<file path="src/rtl/serial_adder.sv">
// Multi-cycle adder/subtractor: CHUNK bits per clock, LSB first, with a registered carry.
// Operands enter through a valid/ready handshake and the result leaves through another.
module serial_adder #(
    parameter int unsigned WIDTH = 8,
    parameter int unsigned CHUNK = 1
) (
    input  logic             clk,
    input  logic             rst_n,
    input  logic             in_valid,
    output logic             in_ready,
    input  logic [WIDTH-1:0] in_a,
    input  logic [WIDTH-1:0] in_b,
    input  logic             in_cin,
    input  logic             in_sub,
    output logic             out_valid,
    input  logic             out_ready,
    output logic [WIDTH-1:0] out_sum,
    output logic             out_cout,
    output logic             out_ovf,
    output logic             busy
);

    localparam int unsigned NCHUNK = WIDTH / CHUNK;
    localparam int unsigned CNT_W  = (NCHUNK > 1) ? $clog2(NCHUNK) : 1;
    localparam logic [CNT_W-1:0] LAST_CNT = CNT_W'(NCHUNK - 1);

    if (WIDTH < 1 || CHUNK < 1 || (WIDTH % CHUNK) != 0) begin : g_param_err
        $error("serial_adder: WIDTH must be a nonzero multiple of CHUNK");
    end

    typedef enum logic [1:0] {StIdle, StCalc, StHold} state_e;

    state_e             state_q, state_d;
    logic [WIDTH-1:0]   a_q, a_d;
    logic [WIDTH-1:0]   b_q, b_d;
    logic [WIDTH-1:0]   res_q, res_d;
    logic [WIDTH-1:0]   sum_q, sum_d;
    logic [CNT_W-1:0]   cnt_q, cnt_d;
    logic               carry_q, carry_d;
    logic               cout_q, cout_d;
    logic               ovf_q, ovf_d;
    logic               valid_q, valid_d;

    logic [CHUNK:0]     chunk_sum;
    logic [WIDTH-1:0]   res_next;
    logic               msb_cin;

    always_comb begin
        chunk_sum = {1'b0, a_q[CHUNK-1:0]} + {1'b0, b_q[CHUNK-1:0]} + (CHUNK+1)'(carry_q);
        // Carry into the top bit of this chunk; on the last chunk it is the carry into bit WIDTH-1.
        msb_cin   = chunk_sum[CHUNK-1] ^ a_q[CHUNK-1] ^ b_q[CHUNK-1];
        res_next  = (res_q >> CHUNK) | (WIDTH'(chunk_sum[CHUNK-1:0]) << (WIDTH - CHUNK));

        state_d = state_q;
        a_d     = a_q;
        b_d     = b_q;
        res_d   = res_q;
        sum_d   = sum_q;
        cnt_d   = cnt_q;
        carry_d = carry_q;
        cout_d  = cout_q;
        ovf_d   = ovf_q;
        valid_d = valid_q;

        unique case (state_q)
            StIdle: begin
                if (in_valid) begin
                    a_d     = in_a;
                    // Subtract is A + ~B + !cin.
                    b_d     = in_sub ? ~in_b : in_b;
                    carry_d = in_cin ^ in_sub;
                    cnt_d   = '0;
                    state_d = StCalc;
                end
            end
            StCalc: begin
                a_d     = a_q >> CHUNK;
                b_d     = b_q >> CHUNK;
                res_d   = res_next;
                carry_d = chunk_sum[CHUNK];
                cnt_d   = cnt_q + 1'b1;
                if (cnt_q == LAST_CNT) begin
                    sum_d   = res_next;
                    cout_d  = chunk_sum[CHUNK];
                    ovf_d   = msb_cin ^ chunk_sum[CHUNK];
                    valid_d = 1'b1;
                    state_d = StHold;
                end
            end
            StHold: begin
                if (out_ready) begin
                    valid_d = 1'b0;
                    state_d = StIdle;
                end
            end
            default: state_d = StIdle;
        endcase
    end

    always_ff @(posedge clk) begin
        if (!rst_n) begin
            state_q <= StIdle;
            a_q     <= '0;
            b_q     <= '0;
            res_q   <= '0;
            sum_q   <= '0;
            cnt_q   <= '0;
            carry_q <= 1'b0;
            cout_q  <= 1'b0;
            ovf_q   <= 1'b0;
            valid_q <= 1'b0;
        end else begin
            state_q <= state_d;
            a_q     <= a_d;
            b_q     <= b_d;
            res_q   <= res_d;
            sum_q   <= sum_d;
            cnt_q   <= cnt_d;
            carry_q <= carry_d;
            cout_q  <= cout_d;
            ovf_q   <= ovf_d;
            valid_q <= valid_d;
        end
    end

    assign in_ready  = (state_q == StIdle);
    assign busy      = (state_q == StCalc);
    assign out_valid = valid_q;
    assign out_sum   = sum_q;
    assign out_cout  = cout_q;
    assign out_ovf   = ovf_q;

endmodule

</file>
<file path="config.mk">
export PLATFORM = sky130hd
export DESIGN_NAME = serial_adder
export DESIGN_NICKNAME = d
export VERILOG_FILES = /design/src/rtl/serial_adder.sv
export SDC_FILE = /design/constraint.sdc
export NUM_CORES = 1
export LEC_CHECK = 0
export ABC_AREA = 1
export BUFFER_PORTS_ARGS = -buffer_cell sky130_fd_sc_hd__buf_2
export CAP_MARGIN = 20
export CORE_MARGIN = 10
export CORE_UTILIZATION = 30
export DETAILED_ROUTE_END_ITERATION = 16
export GPL_TIMING_DRIVEN = 0
export PLACE_DENSITY = 0.45
export SETUP_SLACK_MARGIN = 0.05
export SLEW_MARGIN = 20
export SYNTH_ARGS = -nofsm -noshare
export SYNTH_HDL_FRONTEND = slang
export SYNTH_SLANG_ARGS = --single-unit
</file>
<file path="constraint.sdc">
create_clock -name clk -period 2.2 [get_ports clk]
set_input_delay 0.44 -clock clk [delete_from_list [all_inputs] [get_ports clk]]
set_output_delay 0.44 -clock clk [all_outputs]
set_load 0.005 [all_outputs]
</file>
### After elaboration in Yosys (flattened, before gate mapping)

Index checks and enable logic that the tools add are counted.

* bits in registers: 41
* input port bits: 22
* word-level logic and storage cells: 48

* add/sub/neg operators: 3
* equal/unequal tests: 6
* mux-type cells: 16
* bitwise logic cells: 6
* reductions and logical operators: 7

Operators with widths (count)
* 8-bit case mux with 2 select lines: 2
* 8-bit 2-to-1 mux: 3
* 8-bit inverter: 1
* 7-bit by 8-bit bitwise OR with 8-bit output: 1
* 2-bit 2-to-1 mux: 3
* 2-bit case mux with 3 select lines: 1
* 3-bit case mux with 2 select lines: 1
* 3-bit AND reduction: 2
* 2-bit inequality test, second input constant: 2
* 1-bit case mux with 2 select lines: 2
* 2-bit AND reduction: 2
* 2-bit nonzero test: 2
* 1-bit XOR: 4
* 3-bit by 1-bit adder with 3-bit output, second input constant: 1
* 3-bit == test, second input constant: 1
* 1-bit 2-to-1 mux: 3
* 3-bit 2-to-1 mux: 1
* 1-bit by 1-bit adder with 2-bit output: 1
* 2-bit by 1-bit adder with 2-bit output: 1
* 2-bit by 1-bit == test with 1-bit output, second input constant: 1
* 2-bit == test, second input constant: 1
* 2-bit zero test: 1
* 2-bit by 1-bit inequality test with 1-bit output, second input constant: 1

### Logic depth before layout (Yosys ltp)

* depth in word-level cells: 5
* depth in mapped cells: 8

### Worst setup path before layout

OpenSTA, ideal clock, no wires.

* path type: flip-flop to flip-flop
* start: register a_q[0]
* end: register ovf_q (netlist: out_ovf)
* setup time: 0.070 ns
* arrival time: 1.243 ns
* data required time: 2.130 ns
* setup slack: 0.887 ns
* stages on the path, launching flop included: 8
* buffers on the path: 0
* cell sequence: dfxtp_1 fa_1 inv_1 nand2_1 nand2_1 nand2_1 nand2_1 a21oi_1

* longest elaborated chain between the ends: 5

RTL lines
* start: declaration: RTL line 34 `logic [WIDTH-1:0] a_q, a_d;`
* start signal: assignment: RTL line 103 `a_q <= '0;`
* start signal: assignment: RTL line 114 `a_q <= a_d;`
* 1-bit by 1-bit adder with 2-bit output: RTL line 49 `chunk_sum = {1'b0, a_q[CHUNK-1:0]} + {1'b0, b_q[CHUNK-1:0]} + (CHUNK+1)'(carry_q);`
* 2-bit by 1-bit adder with 2-bit output: RTL line 49
* via chunk_sum[0]: RTL line 44 `logic [CHUNK:0] chunk_sum;`
* 1-bit XOR (2 in a row): RTL line 51 `msb_cin = chunk_sum[CHUNK-1] ^ a_q[CHUNK-1] ^ b_q[CHUNK-1];`
* 1-bit XOR: RTL line 85 `ovf_d = msb_cin ^ chunk_sum[CHUNK];`
* end signal: assignment: RTL line 121 `ovf_q <= ovf_d;`
* end: declaration: RTL line 41 `logic ovf_q, ovf_d;`

The timed path passes the listed nets, and every way through them passes these cells.
A chain may end at the register's enable or synchronous reset.

### Worst setup path in the final report

* start: register state_q[1]
* end: output port busy

* longest elaborated chain between the ends: 1

RTL lines
* start: declaration: RTL line 33 `state_e state_q, state_d;`
* start signal: assignment: RTL line 102 `state_q <= StIdle;`
* start signal: assignment: RTL line 113 `state_q <= state_d;`
* 2-bit by 1-bit == test with 1-bit output: RTL line 127 `assign busy = (state_q == StCalc);`
* end: declaration: RTL line 20 `output logic busy`

No other way between the ends.

==> impl_metrics.tcl <==
set metrics [dict create \
    maxCapViolCount 0 \
    async_flop_share 0 \
    yosysWarnings 0 \
    worst_slew_pin_slew_ps 493 \
    cp-start-kind "flop" \
    cts_buffers 5 \
    drive_above_1_share 0.187 \
    clock_latency_ps 280 \
    status "completed" \
    io_pins 35 \
    grt_pass1_vias 1504 \
    endpoint_kind "output pin" \
    fp.coreArea_mm2 0.00589 \
    synth_area_mm2 0.00180 \
    fillers 652 \
    post-place-ws_ps 679 \
    synth_nets 284 \
    syn_inst 259 \
    worst_slack_ps 375 \
    critPathArrivalTime_ps 1390 \
    grtUsageMet1 0.115 \
    die_area_mm2 0.00952 \
    synthFlopType "dfxtp_1" \
    use_met3 0.0299 \
    period_share 0.830 \
    routed_via_density 4.33 \
    final_area_mm2 0.00215 \
    critPathMaxFanout 10 \
    crit_family "buffers and inverters" \
    hold_ws_ps 396 \
    rows 28 \
    power_density_mw_per_mm2 688 \
    worst-setup-path-type "flop to output pin" \
    place_area_mm2 0.00206 \
    cts_setup_buffers 0 \
    clk_path_buf_depth 2 \
    antenna_found_initial 0 \
    start_util 0.307 \
    synth_top_family_by_area "simple AND/OR/NAND/NOR gates" \
    firstDrtPassIters 4 \
    area_delta_synth_final_pct 19.2 \
    finalCriticalPeriod_ps 1830 \
    fmax_mhz 548 \
    setup_viol 0 \
    antenna_cells 0 \
    synthMuxAreaShare 0 \
    drt-total-wl_mm 4.34 \
    h-tree-depth 2 \
    cpPeakStageDelay_ps 360 \
    ys_seq_area_frac 0.444 \
    drc_errors 0 \
    dp_hpwl_mm 3.22 \
    layout_commonest_cell "nor2_1" \
    ir_worst_vdd_uv 323 \
    synth_xor_area_frac 0.0437 \
    die-height_um 97.6 \
    root_buffer "clkbuf_8" \
    power_w 0.00148 \
    synth.avg_cell_area_um2 6.97 \
    rsz0062_at_grt "no" \
    place_congestion 0.720 \
    clk_pin_slew_worst_paths_ps 80 \
    vias 1624 \
    layout_common_cells "71 x nor2_1, 46 x nand2_1, 40 x dfxtp_1" \
    die_width_um 97.6 \
    synthAdderAreaFrac 0.0250 \
    holdBufCountCts 0 \
    relSlewSlack 0.671 \
    top_usage_layer "met2" \
    p_leak_nw 1.04 \
    final_antenna_net_count 0 \
    crit_chain "inv_2 -> nand2_2 -> inv_2 -> buf_2 -> buf_2" \
    drv_slew 0 \
    wl_per_cell_um 11.6 \
    fin_nets 324 \
    hold_viol 0 \
    drtIter0Drc 72 \
    cts_resized 0 \
    grt_max_degree 14 \
    cts_tree "done" \
    synth-edff-count 0 \
    port_buffers 33 \
    ys_ff_latch 40 \
    gr-total-overflow 0 \
    required_ps 1760 \
    grt_pass1_wl_mm 7.33 \
    synth-simple-area-share 0.306 \
    clock-sinks 40 \
    synth_compound_area_frac 0.0957 \
    ys_types 22 \
    cpMaxStageDelayCell "dfxtp_1" \
    grt_use_total 0.0910 \
    use_met2 0.141 \
    finalSetupTns_ps 0 \
    skew_ps 5.76 \
    crit_buf_inv 4 \
    worstHoldPathType "input pin to flop" \
]
-- layout make-up --
type                    instances  area (µm²)  area share
plain buffers                  11        65.1      0.0303
clock buffers                   5        68.8      0.0320
clock inverters                 3        18.8     0.00873
inverters                      24        90.1      0.0419
multi-input cells             184         848       0.394
flip-flops and latches         40         801       0.372
well taps                      75        93.8      0.0436
repair buffers                 33         165      0.0768
-- final timing paths --
path / from / to / slack [ps] / cells past startpoint
worst min-delay path: in_a[7] / a_q[7] / 400 / 3
worst max register to register: b_q[0] / out_ovf / 750 / 7
worst min register to register: out_cout / out_cout / 470 / 2
worst max-delay path: state_q[1] / busy / 370 / 5
-- per-stage QoR --
step | instances | utilization
floorplan | 259 | -
global placement | 367 | 0.351
detailed placement | 367 | 0.351
CTS | 375 | 0.365
global route | 375 | 0.365
finish | 375 | 0.365
-- where the power goes --
part	internal [W]	total (W)	leakage (nW)	switching [W]
clock	0.000221	0.000482	0.0479	0.000261
sequential	0.000761	0.000785	0.327	0.0000243
combinational	0.0000867	0.000213	0.661	0.000126
-- per-layer routing --
layer | vias to the layer above | part of all wire
met3 | 2 | 0.052
met2 | 38 | 0.44
li1 | 891 | -
met4 | 0 | 0.010
met1 | 693 | 0.50
met5 | - | 0
-- worst min-delay path, stage by stage --
cell,delay [ps]
buf_2,90
nand2_1,50
a21oi_1,50
-- state kept, by name (all words and copies together) (netlist names) --
register and cells:
carry_q 1, out_cout 1, out_ovf 1, state_q 2
res_q 7, cnt_q 3, b_q 8, out_valid 1
out_sum 8, a_q 8
-- Yosys cell counts (3+ instances only) --
cell / count / area share
a21oi_1: 11 / 0.031
buf_2: 3 / 0.0083
buf_4: 3 / 0.012
dfxtp_1: 40 / 0.44
inv_1: 21 / 0.044
inv_2: 3 / 0.0062
nand2_1: 46 / 0.096
nand3_1: 16 / 0.044
nor2_1: 71 / 0.15
o21ai_0: 22 / 0.061
xnor2_1: 8 / 0.039
-- cell families after synthesis --
kind of cell / count (synthesis)
adder cells (fa/ha/maj): 3
AND/OR/NAND/NOR: 138
XOR/XNOR: 9
buffers and inverters: 35
AO/OA/AOI/OAI: 34
flip-flops: 40
Note: power is estimated with default switching activity, not from simulation.
